==> src/rtl/tetris_pkg.sv <==
// Shared move opcodes and scheduler FSM states for the falling-piece datapath.
// Pure type definitions. It adds no latency and no backpressure.
package tetris_pkg;

  typedef enum logic [2:0] {
    OP_NONE  = 3'd0,
    OP_LEFT  = 3'd1,
    OP_RIGHT = 3'd2,
    OP_ROT   = 3'd3,
    OP_DOWN  = 3'd4
  } move_op_t;

  typedef enum logic [1:0] {
    S_IDLE  = 2'd0,
    S_READY = 2'd1,
    S_ISSUE = 2'd2,
    S_LOCK  = 2'd3
  } sched_state_t;

endpackage

==> src/rtl/das_repeat.sv <==
// DAS/ARR auto-repeat pulse generator for the currently active horizontal direction.
// rep_pulse is combinational on the en_tick cycle. No backpressure: pulses are fire-and-forget.
module das_repeat #(
  parameter int DAS_DELAY  = 16,
  parameter int ARR_PERIOD = 4,
  parameter int CNT_W      = 8
) (
  input  logic clk,
  input  logic rst_n,
  input  logic en_tick,
  input  logic hold,
  input  logic restart,
  output logic rep_pulse
);

  localparam logic [CNT_W-1:0] DAS_MAX  = CNT_W'(DAS_DELAY);
  localparam logic [CNT_W-1:0] ARR_LAST = CNT_W'(ARR_PERIOD - 1);
  localparam logic [CNT_W-1:0] CNT_ONE  = CNT_W'(1);

  logic [CNT_W-1:0] das_cnt;
  logic [CNT_W-1:0] arr_cnt;
  logic             das_done;

  assign das_done  = (das_cnt == DAS_MAX);
  // arr_cnt reaching ARR_PERIOD is seen one count early so that it wraps straight to 0
  assign rep_pulse = hold && !restart && en_tick && das_done && (arr_cnt == ARR_LAST);

  always_ff @(posedge clk or negedge rst_n) begin
    if (!rst_n) begin
      das_cnt <= '0;
      arr_cnt <= '0;
    end else if (restart || !hold) begin
      das_cnt <= '0;
      arr_cnt <= '0;
    end else if (en_tick) begin
      if (!das_done) begin
        das_cnt <= das_cnt + CNT_ONE;
      end else if (arr_cnt == ARR_LAST) begin
        arr_cnt <= '0;
      end else begin
        arr_cnt <= arr_cnt + CNT_ONE;
      end
    end
  end

endmodule

==> src/rtl/tetris_move_scheduler.sv <==
// Serialises button, auto-repeat and gravity moves into one valid/ready command stream, and requests a lock when a down move is blocked.
// Latency is 1 cycle from pending flag to cmd_valid. cmd_op is held until cmd_ready, and events that arrive meanwhile stay pending.
module tetris_move_scheduler
  import tetris_pkg::*;
#(
  parameter int DAS_DELAY  = 16,
  parameter int ARR_PERIOD = 4,
  parameter int CNT_W      = 8
) (
  input  logic       clk,
  input  logic       rst_n,
  input  logic       en_tick,
  input  logic       gravity_tick,
  input  logic       btn_left,
  input  logic       btn_right,
  input  logic       btn_rotate,
  input  logic       btn_drop,
  input  logic       piece_active,
  output logic       cmd_valid,
  output logic [2:0] cmd_op,
  input  logic       cmd_ready,
  input  logic       cmd_blocked,
  output logic       lock_piece
);

  logic prev_l, prev_r, prev_rot;
  logic press_l, press_r, press_rot;
  logic dir_q, dir_d;
  logic hold_act, hold_oth, switch_dir, restart, rep_pulse;
  logic rot_set, h_set, down_set;

  logic pend_rot, pend_h, pend_dir, pend_down;
  logic clr_rot, clr_h, clr_down, clr_all;

  sched_state_t state_q, state_d;
  move_op_t     op_q, op_d;

  assign press_l   = btn_left & ~prev_l;
  assign press_r   = btn_right & ~prev_r;
  assign press_rot = btn_rotate & ~prev_rot;

  // dir_q: 1 = right. Releasing the active side while the other is held hands over with an immediate move.
  assign hold_act   = dir_q ? btn_right : btn_left;
  assign hold_oth   = dir_q ? btn_left : btn_right;
  assign switch_dir = !hold_act && hold_oth && !press_l && !press_r;
  assign dir_d      = press_r ? 1'b1 : (press_l ? 1'b0 : (switch_dir ? ~dir_q : dir_q));
  assign restart    = press_l | press_r | switch_dir;

  das_repeat #(
    .DAS_DELAY (DAS_DELAY),
    .ARR_PERIOD(ARR_PERIOD),
    .CNT_W     (CNT_W)
  ) u_das (
    .clk      (clk),
    .rst_n    (rst_n),
    .en_tick  (en_tick),
    .hold     (hold_act),
    .restart  (restart),
    .rep_pulse(rep_pulse)
  );

  assign rot_set  = press_rot;
  assign h_set    = restart | rep_pulse;
  assign down_set = gravity_tick | (btn_drop & en_tick);

  always_ff @(posedge clk or negedge rst_n) begin
    if (!rst_n) begin
      prev_l   <= 1'b0;
      prev_r   <= 1'b0;
      prev_rot <= 1'b0;
      dir_q    <= 1'b0;
    end else begin
      prev_l   <= btn_left;
      prev_r   <= btn_right;
      prev_rot <= btn_rotate;
      dir_q    <= dir_d;
    end
  end

  // A new event beats the issue of the same flag; only a flush beats a new event.
  always_ff @(posedge clk or negedge rst_n) begin
    if (!rst_n) begin
      pend_rot  <= 1'b0;
      pend_h    <= 1'b0;
      pend_dir  <= 1'b0;
      pend_down <= 1'b0;
    end else if (clr_all) begin
      pend_rot  <= 1'b0;
      pend_h    <= 1'b0;
      pend_down <= 1'b0;
    end else begin
      if (rot_set)      pend_rot <= 1'b1;
      else if (clr_rot) pend_rot <= 1'b0;
      if (h_set) begin
        pend_h   <= 1'b1;
        pend_dir <= dir_d;
      end else if (clr_h) begin
        pend_h <= 1'b0;
      end
      if (down_set)      pend_down <= 1'b1;
      else if (clr_down) pend_down <= 1'b0;
    end
  end

  always_ff @(posedge clk or negedge rst_n) begin
    if (!rst_n) begin
      state_q <= S_IDLE;
      op_q    <= OP_NONE;
    end else begin
      state_q <= state_d;
      op_q    <= op_d;
    end
  end

  always_comb begin
    state_d  = state_q;
    op_d     = op_q;
    clr_rot  = 1'b0;
    clr_h    = 1'b0;
    clr_down = 1'b0;
    clr_all  = 1'b0;
    if (!piece_active) begin
      state_d = S_IDLE;
      op_d    = OP_NONE;
      clr_all = 1'b1;
    end else begin
      case (state_q)
        S_IDLE: begin
          state_d = S_READY;
          op_d    = OP_NONE;
          clr_all = 1'b1;
        end
        S_READY: begin
          op_d = OP_NONE;
          if (pend_rot) begin
            op_d    = OP_ROT;
            clr_rot = 1'b1;
            state_d = S_ISSUE;
          end else if (pend_h) begin
            op_d    = pend_dir ? OP_RIGHT : OP_LEFT;
            clr_h   = 1'b1;
            state_d = S_ISSUE;
          end else if (pend_down) begin
            op_d     = OP_DOWN;
            clr_down = 1'b1;
            state_d  = S_ISSUE;
          end
        end
        S_ISSUE: begin
          if (cmd_ready) begin
            op_d    = OP_NONE;
            state_d = (op_q == OP_DOWN && cmd_blocked) ? S_LOCK : S_READY;
          end
        end
        S_LOCK: begin
          op_d    = OP_NONE;
          clr_all = 1'b1;
          state_d = S_IDLE;
        end
        default: begin
          state_d = S_IDLE;
          op_d    = OP_NONE;
          clr_all = 1'b1;
        end
      endcase
    end
  end

  assign cmd_valid  = (state_q == S_ISSUE);
  assign cmd_op     = op_q;
  assign lock_piece = (state_q == S_LOCK);

endmodule

==> config.mk <==
export PLATFORM = sky130hd
export DESIGN_NAME = tetris_move_scheduler
export DESIGN_NICKNAME = d
export VERILOG_FILES = /design/src/rtl/tetris_pkg.sv /design/src/rtl/das_repeat.sv /design/src/rtl/tetris_move_scheduler.sv
export SDC_FILE = /design/constraint.sdc
export NUM_CORES = 1
export LEC_CHECK = 0
export BUFFER_PORTS_ARGS = -buffer_cell sky130_fd_sc_hd__buf_2
export CORE_MARGIN = 8
export CORE_UTILIZATION = 45
export DETAILED_ROUTE_END_ITERATION = 16
export GPL_TIMING_DRIVEN = 1
export HOLD_SLACK_MARGIN = 0.08
export PLACE_DENSITY_LB_ADDON = 0.3
export SYNTH_ARGS = -nofsm -noshare
export SYNTH_HDL_FRONTEND = slang
export SYNTH_SLANG_ARGS = --single-unit
==> constraint.sdc <==
create_clock -name clk -period 2.5 [get_ports clk]
set_input_delay 0.25 -clock clk [delete_from_list [all_inputs] [get_ports clk]]
set_output_delay 0.25 -clock clk [all_outputs]
set_load 0.02 [all_outputs]
* After elaboration in Yosys (flattened, before gate mapping) *
Cells that the tools add are included.

storage, ports and cells
  register bits after elaboration = 29
  output and inout port bits = 5
  logic and storage cells = 109

cells by class
  add/sub/neg operators = 2
  equal/unequal tests = 9
  mux-type cells = 49
  bitwise gates (word level) = 13
  reductions and logical operators = 24

operators by type and width
  kind                                                    number
  two-way mux 8 bit                                       7
  two-way mux 1 bit                                       28
  adder 8 x 1 -> 8 bit (second input constant)            2
  two-way mux 3 bit                                       5
  two-way mux 2 bit                                       7
  case mux 3 bit (3 select lines)                         1
  nonzero test 3 bit                                      3
  equality test 8 x 2 -> 1 bit (second input constant)    1
  equality test 8 x 5 -> 1 bit (second input constant)    1
  logical AND 1 bit                                       8
  case mux 2 bit (4 select lines)                         1
  AND reduction 2 bit                                     4
  inequality test 5 bit (second input constant)           1
  NOT 1 bit                                               5
  bitwise AND 1 bit                                       4
  equality test 2 bit (second input constant)             2
  logical NOT 1 bit                                       4
  bitwise OR 1 bit                                        4
  nonzero test 2 bit                                      2
  equality test 3 bit (second input constant)             1
  inequality test 3 x 2 -> 1 bit (second input constant)  1
  equality test 2 x 1 -> 1 bit (second input constant)    1
  logical NOT 2 bit                                       1
  inequality test 2 bit (second input constant)           1
  2 further kinds                                         2

* Depth between registers and ports, before layout *
Gate-level depths: netlist (run 1).

  depth in word-level cells = 14
  mapped depth = 8
  mapped depth without buffers = 7

* Modules after synthesis *
A second synthesis (run 1) with hierarchy kept.

unflattened totals
  cells, all modules = 165
  area, all modules = 1,599.0 um^2

by module, submodules not included
  module                 times used  cells each  area each (um^2)  seq. area each (um^2)
  das_repeat             1           101         949.7             400.4
  tetris_move_scheduler  1           64          649.4             325.3

* Worst setup path before layout (run 1) *
OpenSTA, ideal clock, no wires.

  path kind = register to register
  start = register state_q[0]
  end = register state_q[1]
  arrival time = 1.596 ns
  data required time = 2.379 ns
  slack = 0.783 ns
  cell stages (with the launch flop) = 8
  cells stage by stage = dfrtp_1 -> inv_1 -> ha_1 -> nand2_1 -> or2_2 -> o41ai_1 -> o32ai_1 -> a22o_1

between the ends
  longest elaborated chain between the ends = 3
  elaborated cells on any way between the ends = 9
  those cells by class = 5 x eq/ne; 2 x mux; 2 x reduce/logical

RTL lines
  element                                                                                   line                          RTL
  start, declared                                                                           tetris_move_scheduler.sv:35   sched_state_t state_q, state_d;
  start signal, assigned                                                                    tetris_move_scheduler.sv:110  state_q <= state_d;
  equality test 2 bit (*)                                                                   -
  net cmd_valid                                                                             tetris_move_scheduler.sv:19   output logic cmd_valid,
  case mux 2 bit (4 select lines) / inequality test 3 x 2 -> 1 bit (equally long branches)  -
  two-way mux 2 bit / AND reduction 2 bit (equally long branches)                           -

The timed path passes the listed nets; every way through them passes the cells marked *.
A chain may end at the register's enable or synchronous reset.

* Worst setup path after layout (run 1) *
  start = register u_das.das_cnt[0]
  end = register u_das.arr_cnt[4]

between the ends
  longest elaborated chain between the ends = 3

RTL lines
  element                        line              RTL
  start, declared                das_repeat.sv:20  logic [CNT_W-1:0] das_cnt;
  start signal, assigned         das_repeat.sv:37  das_cnt <= das_cnt + CNT_ONE;
  equality test 8 x 5 -> 1 bit   das_repeat.sv:24  assign das_done = (das_cnt == DAS_MAX);
  nonzero test 2 bit (no line)   -
  AND reduction 2 bit (no line)  -
  end signal, assigned           das_repeat.sv:41  arr_cnt <= arr_cnt + CNT_ONE;
  end, declared                  das_repeat.sv:21  logic [CNT_W-1:0] arr_cnt;

No other way between the ends.

==> results of run 1 <==
## sequential cells by signal, summed over array words and instances, names as in the netlist
name,flops
prev_r,1
dir_q,1
u_das.arr_cnt,8
u_das.das_cnt,8
pend_rot,1
pend_dir,1
pend_down,1
prev_rot,1
state_q,2
pend_h,1
prev_l,1
cmd_op,3
## layer usage
| metal | global-route usage | vias to the layer above | share of wire |
|---|---|---|---|
| met5 | 0 | - | 0 |
| met4 | 0.0630 | 0 | 0.015 |
| met3 | 0.0320 | 4 | 0.029 |
| met2 | 0.197 | 15 | 0.49 |
| met1 | 0.137 | 572 | 0.47 |
| li1 | - | 615 | - |
## layout make-up
class	instances	area share
multi-input cells	120	0.438
flip-flops and latches	29	0.408
repair buffers	18	0.0576
well taps	46	0.0323
clock buffers	7	0.0309
clock inverters	1	0.0169
inverters	8	0.0169
## repair_timing
action,4_1_cts,5_1_grt
endpoints found under the hold margin,30,0
hold buffers,2,0
setup buffers,0,0
gates resized for setup,0,0
endpoints found under the setup margin,0,0
## cells by family (layout without fill, tap and decap cells)
kind of cell,Yosys count,after routing,share of synthesized area
flops,29,29,0.469
compound gates,38,38,0.162
xor+xnor,6,6,0.0340
fa+ha+maj,8,8,0.0647
simple gates,65,65,0.222
buf+inv,10,34,0.0275
mux,3,3,0.0210
## worst register-to-register path, stage by stage, from the launching register on
cell and delay (ns):
dfrtp_1 0.41, inv_1 0.11, ha_1 0.16, nor4b_4 0.25, nand2_2 0.11, a211oi_2 0.36, buf_4 0.22, or2b_1 0.23
a31oi_1 0.15
## layout by cell type (no fill, tap or decap), types with 4 or more instances in the layout
master / Yosys / layout
dfrtp_1: 29 / 29
nor2_1: 17 / 17
nand2_1: 16 / 16
buf_2: 1 / 15
o21ai_0: 11 / 11
a21oi_1: 9 / 9
inv_1: 8 / 8
ha_1: 8 / 8
nand3_1: 7 / 7
and3_1: 6 / 6
clkbuf_4: 0 / 5
a31oi_1: 4 / 4
## where the power goes
| group | total, mW | internal [mW] | switching, mW |
|---|---|---|---|
| Combinational | 0.216 | 0.0901 | 0.125 |
| Sequential | 0.553 | 0.509 | 0.0441 |
| Clock | 0.393 | 0.239 | 0.154 |
| Total | 1.16 | 0.838 | 0.323 |
## worst min path at each step
stage                         start  slack (ns)  cells past startpoint                           end
after detailed placement      rst_n        0.31                      1  u_das.das_cnt[4]$_DFFE_PN0P_
after global placement        rst_n        0.30                      1  u_das.das_cnt[3]$_DFFE_PN0P_
final                      btn_left         0.1                      1              prev_l$_DFF_PN0_
after floorplan               rst_n       -0.05                      0         cmd_op[0]$_DFFE_PN0P_
after global routing      btn_right        0.09                      1              prev_r$_DFF_PN0_
after CTS                  btn_left        0.08                      1              prev_l$_DFF_PN0_
==> metrics.md, run 1 <==
| Metric | Value |
|---|---|
| RSZ-0062 raised after global routing | `false` |
| CTS tree | `done` |
| DPL Wire Length | `2.24 mm` |
| Fillcell total | `between 300 and 400` |
| Fin util | `0.538` |
| Critical Path Slowest Stage Cell | `dfrtp_1` |
| Syn nets | `between 150 and 200` |
| FF+latch count, synth | `29` |
| EDFF count, synth | `0` |
| Final #Nets | `201` |
| Fin Setup TNS | `0 ns` |
| # Max-Cap Violations | `0` |
| Drt total wl | `between 2 and 3 mm` |
| Row count | `21` |
| Setup crit start | `u_das.das_cnt[0]$_DFFE_PN0P_` |
| Distinct cells, synth | `40` |
| Register-to-register setup slack | `0.43 ns` |
| Largest cells by area after synthesis | `dfrtp_1, ha_1, nor2_1` |
| Share of flip-flops with an asynchronous set or reset | `1.00` |
| Max Slew Vio Count | `0` |
| Top cells by count, synth | `dfrtp_1, nor2_1, nand2_1` |
| Total CTS buffers | `5` |
| RD Place Congestion | `between 0.8 and 0.9` |
| Worst r2r src | `u_das.das_cnt[0]$_DFFE_PN0P_` |
| Core ar. | `between 0.003 and 0.004 sq mm` |
| Overall power | `about 1.2 mW` |
| Clock tree root buffer cell | `clkbuf_4` |
| Final Cell Area | `0.00178 sq mm` |
| Die height | `74.6 microns` |
| Post-Syn Area | `0.00155 sq mm` |
| Register area | `726 sq um` |
| Leak | `about 0.82 nW` |
| Area grow syn2layout | `15.0%` |
| Area leader, netlist | `dfrtp_1` |
| Path length in cells of the critical path | `8` |
| Worst-path clk slew | `around 0.08 ns` |
| CP Capture Type | `flip-flop` |
| Global-route usage over all layers | `0.119` |
| Setup violations, final | `0` |
| Final worst-path cycle share | `0.829` |
| Synth Flop Type | `dfrtp_1` |
| H-tree depth | `2` |
| Pre-CTS setup slack | `0.418 ns` |
| Overflow after GRT | `0` |
| Hold WC Path Type | `primary input to flip-flop` |
| Hold slack | `0.0953 ns` |
| Rel. slew slack | `0.549` |
| Number of remaining DRC errors | `0` |
| YS warnings | `0` |
| Avg Inst Size Synth | `9.73 sq um` |
| Die W | `74.6 microns` |
| Pre-antenna DRT Iters | `4` |
| Via count | `~1200` |
| Top-count cell post-synth | `dfrtp_1` |
| Layout cells sized above 1 | `0.169` |
| Largest net degree at the start of global routing | `30` |
| # IOs | `16` |
| WP data arrival | `2.31 ns` |
| Initial DRC Count | `56` |
| Vias in the first global route | `between 1000 and 1500` |
| Initial Util | `0.467` |
| Setup WS post-layout | `0.428 ns` |
| Worst setup endpoint | `u_das.arr_cnt[4]$_DFFE_PN0P_` |
| WL/cell | `12.8 microns` |
| Clk sinks | `29` |
| PortBufs | `15` |
| Worst slew pin tran | `0.668 ns` |
| Dpl cells | `~220` |
| Worst endpoint required time | `roughly 2.7 ns` |
| Clk_skew | `0.00890 ns` |
| Slowest stage delay, CP | `between 0.4 and 0.5 ns` |
| CP cell instances | `inv_1, ha_1, nor4b_4, nand2_2, a211oi_2, buf_4, or2b_1, a31oi_1` |
| Period minus WS final | `2.07 ns` |
| Syn Inst Count | `approximately 160` |
| Antenna Cells | `0` |
| Final Hold Fails | `0` |
| DR vias/cell | `5.27` |
| Footprint of the multi-input gates | `approximately 780 sq um` |
| Path depth of the worst reg2reg path | `8` |
| Final ANT Viol Nets | `0` |
| Startpoint types | `flip-flop` |
| Crit-path leading delay family | `simple AND/OR/NAND/NOR gates` |
| Dpl cell area | `between 0.0015 and 0.002 sq mm` |
| WS Path Type | `flip-flop to flip-flop` |
| Max Freq | `483 MHz` |
| Final Non-Filler Cells | `about 230` |
| Latest clock arrival within the worst-skew pair | `about 0.32 ns` |
| Status | `finished, final reports clean` |
| Initial antenna violation count | `0` |
| WP buf/inv | `2` |
| VDD IR-drop max | `482 uV` |
| Area share of the largest cell type after synthesis | `0.469` |
| Die area | `0.00557 sq mm` |
| Power Density | `652 mW/mm^2` |
| CTS max path bufs | `2` |
| Sequential element share of the synthesized area | `0.469` |
| R2r endpoint | `u_das.arr_cnt[4]$_DFFE_PN0P_` |
| Crit path max fanout | `8` |
| First-pass GRT wire length | `5.13 mm` |
Note: power is estimated with default switching activity, not from simulation.
==> run 2: changes to the inputs <==
clock period = 1.8 ns   (was 2.5 ns; I/O delays follow)
==> run 2 against run 1 <==
Via count rose by 8.3%. Combinational power rose by 57%. Maximum frequency rose by 21%. Critical path depth fell by 2. Global-route usage rose by 0.85 points. Non-clock buffer count rose by 16. Highest routed layer unchanged. Core utilization rose by 3.5 points. Worst setup slack got worse by 0.34 ns. Sequential power rose by 39%. Clock skew fell by 0.00072 ns. Worst hold slack improved by 0.018 ns. Wire length rose by 9.5%.
==> metrics.md, run 2 (same netlist as run 1, synthesis figures left out) <==
| Metric | Value |
|---|---|
| Startpoint types | `flip-flop (unchanged)` |
| Commonest non-fill, non-tap cells in the layout | `dfrtp_1, nor2_1, nand2_1, buf_2, buf_4 (was dfrtp_1, nor2_1, nand2_1)` |
| VDD IR-drop max | `492 uV (was 482 uV)` |
| Dpl cell area | `0.00174 sq mm (was 0.00168 sq mm)` |
| Setup violations, final | `0 (unchanged)` |
| Clk_skew | `0.00818 ns (was 0.00890 ns)` |
| Die area | `0.00557 sq mm (unchanged)` |
| Fin util | `0.573 (was 0.538)` |
| Global-route usage over all layers | `0.128 (was 0.119)` |
| Latest clock arrival within the worst-skew pair | `0.33 ns (was 0.32 ns)` |
| Power Density | `778 mW/mm^2 (was 652 mW/mm^2)` |
| # Max-Cap Violations | `0 (unchanged)` |
| DR vias/cell | `5.33 (was 5.27)` |
| Critical Path Slowest Stage Cell | `dfrtp_1 (unchanged)` |
| Pre-antenna DRT Iters | `4 (unchanged)` |
| Initial Util | `0.467 (unchanged)` |
| Worst-path clk slew | `0.09 ns (was 0.08 ns)` |
| Worst endpoint required time | `2.02 ns (was 2.74 ns)` |
| Number of remaining DRC errors | `0 (unchanged)` |
| Final worst-path cycle share | `0.950 (was 0.829)` |
| Overall power | `1.48 mW (was 1.16 mW)` |
| Path length in cells of the critical path | `6 (was 8)` |
| Fillcell total | `315 (was 319)` |
| Worst r2r src | `u_das.arr_cnt[6]$_DFFE_PN0P_ (was u_das.das_cnt[0]$_DFFE_PN0P_)` |
| Largest net degree at the start of global routing | `30 (unchanged)` |
| Initial antenna violation count | `0 (unchanged)` |
| Final Hold Fails | `0 (unchanged)` |
| R2r endpoint | `u_das.arr_cnt[7]$_DFFE_PN0P_ (was u_das.arr_cnt[4]$_DFFE_PN0P_)` |
| Clock tree root buffer cell | `clkbuf_4 (unchanged)` |
| # IOs | `16 (unchanged)` |
| Via count | `1306 (was 1206)` |
| Total CTS buffers | `5 (unchanged)` |
| Slowest stage delay, CP | `0.43 ns (was 0.41 ns)` |
| Max Freq | `585 MHz (was 483 MHz)` |
| Vias in the first global route | `1213 (was 1249)` |
| Clk sinks | `29 (unchanged)` |
| Die height | `74.6 microns (unchanged)` |
| WP data arrival | `1.93 ns (was 2.31 ns)` |
| Layout cells sized above 1 | `0.241 (was 0.169)` |
| Final #Nets | `217 (was 201)` |
| Leak | `0.883 nW (was 0.816 nW)` |
| Worst slew pin tran | `0.635 ns (was 0.668 ns)` |
| Core ar. | `0.00331 sq mm (unchanged)` |
| CTS max path bufs | `2 (unchanged)` |
| Die W | `74.6 microns (unchanged)` |
| Final Cell Area | `0.00190 sq mm (was 0.00178 sq mm)` |
| Rel. slew slack | `0.577 (was 0.549)` |
| Setup crit start | `u_das.arr_cnt[6]$_DFFE_PN0P_ (was u_das.das_cnt[0]$_DFFE_PN0P_)` |
| H-tree depth | `2 (unchanged)` |
| Register-to-register setup slack | `0.09 ns (was 0.43 ns)` |
| WP buf/inv | `1 (was 2)` |
| Commonest non-fill, non-tap cell in the layout | `dfrtp_1 (unchanged)` |
| DPL Wire Length | `2.27 mm (was 2.24 mm)` |
| Hold WC Path Type | `primary input to flip-flop (unchanged)` |
| CP Capture Type | `flip-flop (unchanged)` |
| CP cell instances | `nor4_2, and3_1, a211oi_2, buf_4, and3_1, a221o_1 (was inv_1, ha_1, nor4b_4, nand2_2, a211oi_2, buf_4, or2b_1, a31oi_1)` |
| RD Place Congestion | `0.809 (was 0.862)` |
| Drt total wl | `3.20 mm (was 2.92 mm)` |
| WL/cell | `13.1 microns (was 12.8 microns)` |
| Status | `finished, final reports clean (unchanged)` |
| First-pass GRT wire length | `5.39 mm (was 5.13 mm)` |
| Path depth of the worst reg2reg path | `6 (was 8)` |
| Row count | `21 (unchanged)` |
| Period minus WS final | `1.71 ns (was 2.07 ns)` |
| Max Slew Vio Count | `0 (unchanged)` |
| Final ANT Viol Nets | `0 (unchanged)` |
| Antenna Cells | `0 (unchanged)` |
| Overflow after GRT | `0 (unchanged)` |
| Initial DRC Count | `49 (was 56)` |
| Crit path max fanout | `5 (was 8)` |
| Critical path's most frequent cell | `and3_1` |
| Worst setup endpoint | `u_das.arr_cnt[7]$_DFFE_PN0P_ (was u_das.arr_cnt[4]$_DFFE_PN0P_)` |
| WS Path Type | `flip-flop to flip-flop (unchanged)` |
| CTS tree | `done (unchanged)` |
| PortBufs | `15 (unchanged)` |
| Area grow syn2layout | `22.6% (was 15.0%)` |
| Crit-path leading delay family | `simple AND/OR/NAND/NOR gates (unchanged)` |
-- run 2: layer usage --
| metal | vias to the layer above | part of all wire | GRT usage |
|---|---|---|---|
| met2 | 26 | 0.46 | 0.194 |
| met1 | 624 | 0.48 | 0.153 |
| met3 | 9 | 0.036 | 0.0373 |
| li1 | 647 | - | - |
| met5 | - | 0 | 0 |
| met4 | 0 | 0.029 | 0.0848 |
-- run 2: cell type report --
type                            count  area, sq um  area share
Multi-Input combinational cell    120          806       0.425
Clock buffer                        8         48.8      0.0257
Inverter                            8         30.0      0.0158
Sequential cell                    29          727       0.383
Tap cell                           46         57.6      0.0303
Timing Repair Buffer               34          228       0.120
-- run 2: how the worst min path moves through the flow --
stage / cells after the start / to / startpoint
2_1_floorplan: 0 / cmd_op[0]$_DFFE_PN0P_ / rst_n
3_3_place_gp: 1 / u_das.das_cnt[3]$_DFFE_PN0P_ / rst_n
3_5_place_dp: 1 / u_das.das_cnt[3]$_DFFE_PN0P_ / rst_n
4_1_cts: 3 / pend_down$_DFFE_PN0P_ / btn_drop
5_1_grt: 3 / pend_down$_DFFE_PN0P_ / btn_drop
6_report: 3 / pend_down$_DFFE_PN0P_ / btn_drop
-- run 2: metrics by stage --
step / setup TNS (ns) / hold WS, ns / setup WS [ns] / std cells
4_1_cts: 0 / 0.0997 / 0.0364 / 240
3_5_place_dp: 0 / 0.247 / 0.0374 / 227
6_report: 0 / 0.114 / 0.0892 / 245
5_1_grt: -0.0583 / 0.121 / -0.0242 / 245
2_1_floorplan: 0 / -0.116 / 0.0835 / 159
3_3_place_gp: 0 / 0.236 / 0.0833 / 227
-- run 2: worst register-to-register path, stage by stage (launching register included) --
cell,delay [ns]
dfrtp_1,0.43
nor4_2,0.33
and3_1,0.21
a211oi_2,0.05
buf_4,0.16
and3_1,0.16
a221o_1,0.25
-- run 2: timing repair --
action / in CTS / in global routing
setup endpoints to repair: 0 / 8
hold buffers: 5 / 0
endpoints found under the hold margin: 33 / 0
gates resized for setup: 0 / 8
setup buffers: 0 / 4
-- run 2: report_power, final --
part	total (mW)	switching [mW]	internal (mW)
combinational	0.339	0.191	0.149
clock	0.369	0.214	0.155
sequential	0.768	0.0591	0.709
total	1.48	0.463	1.01
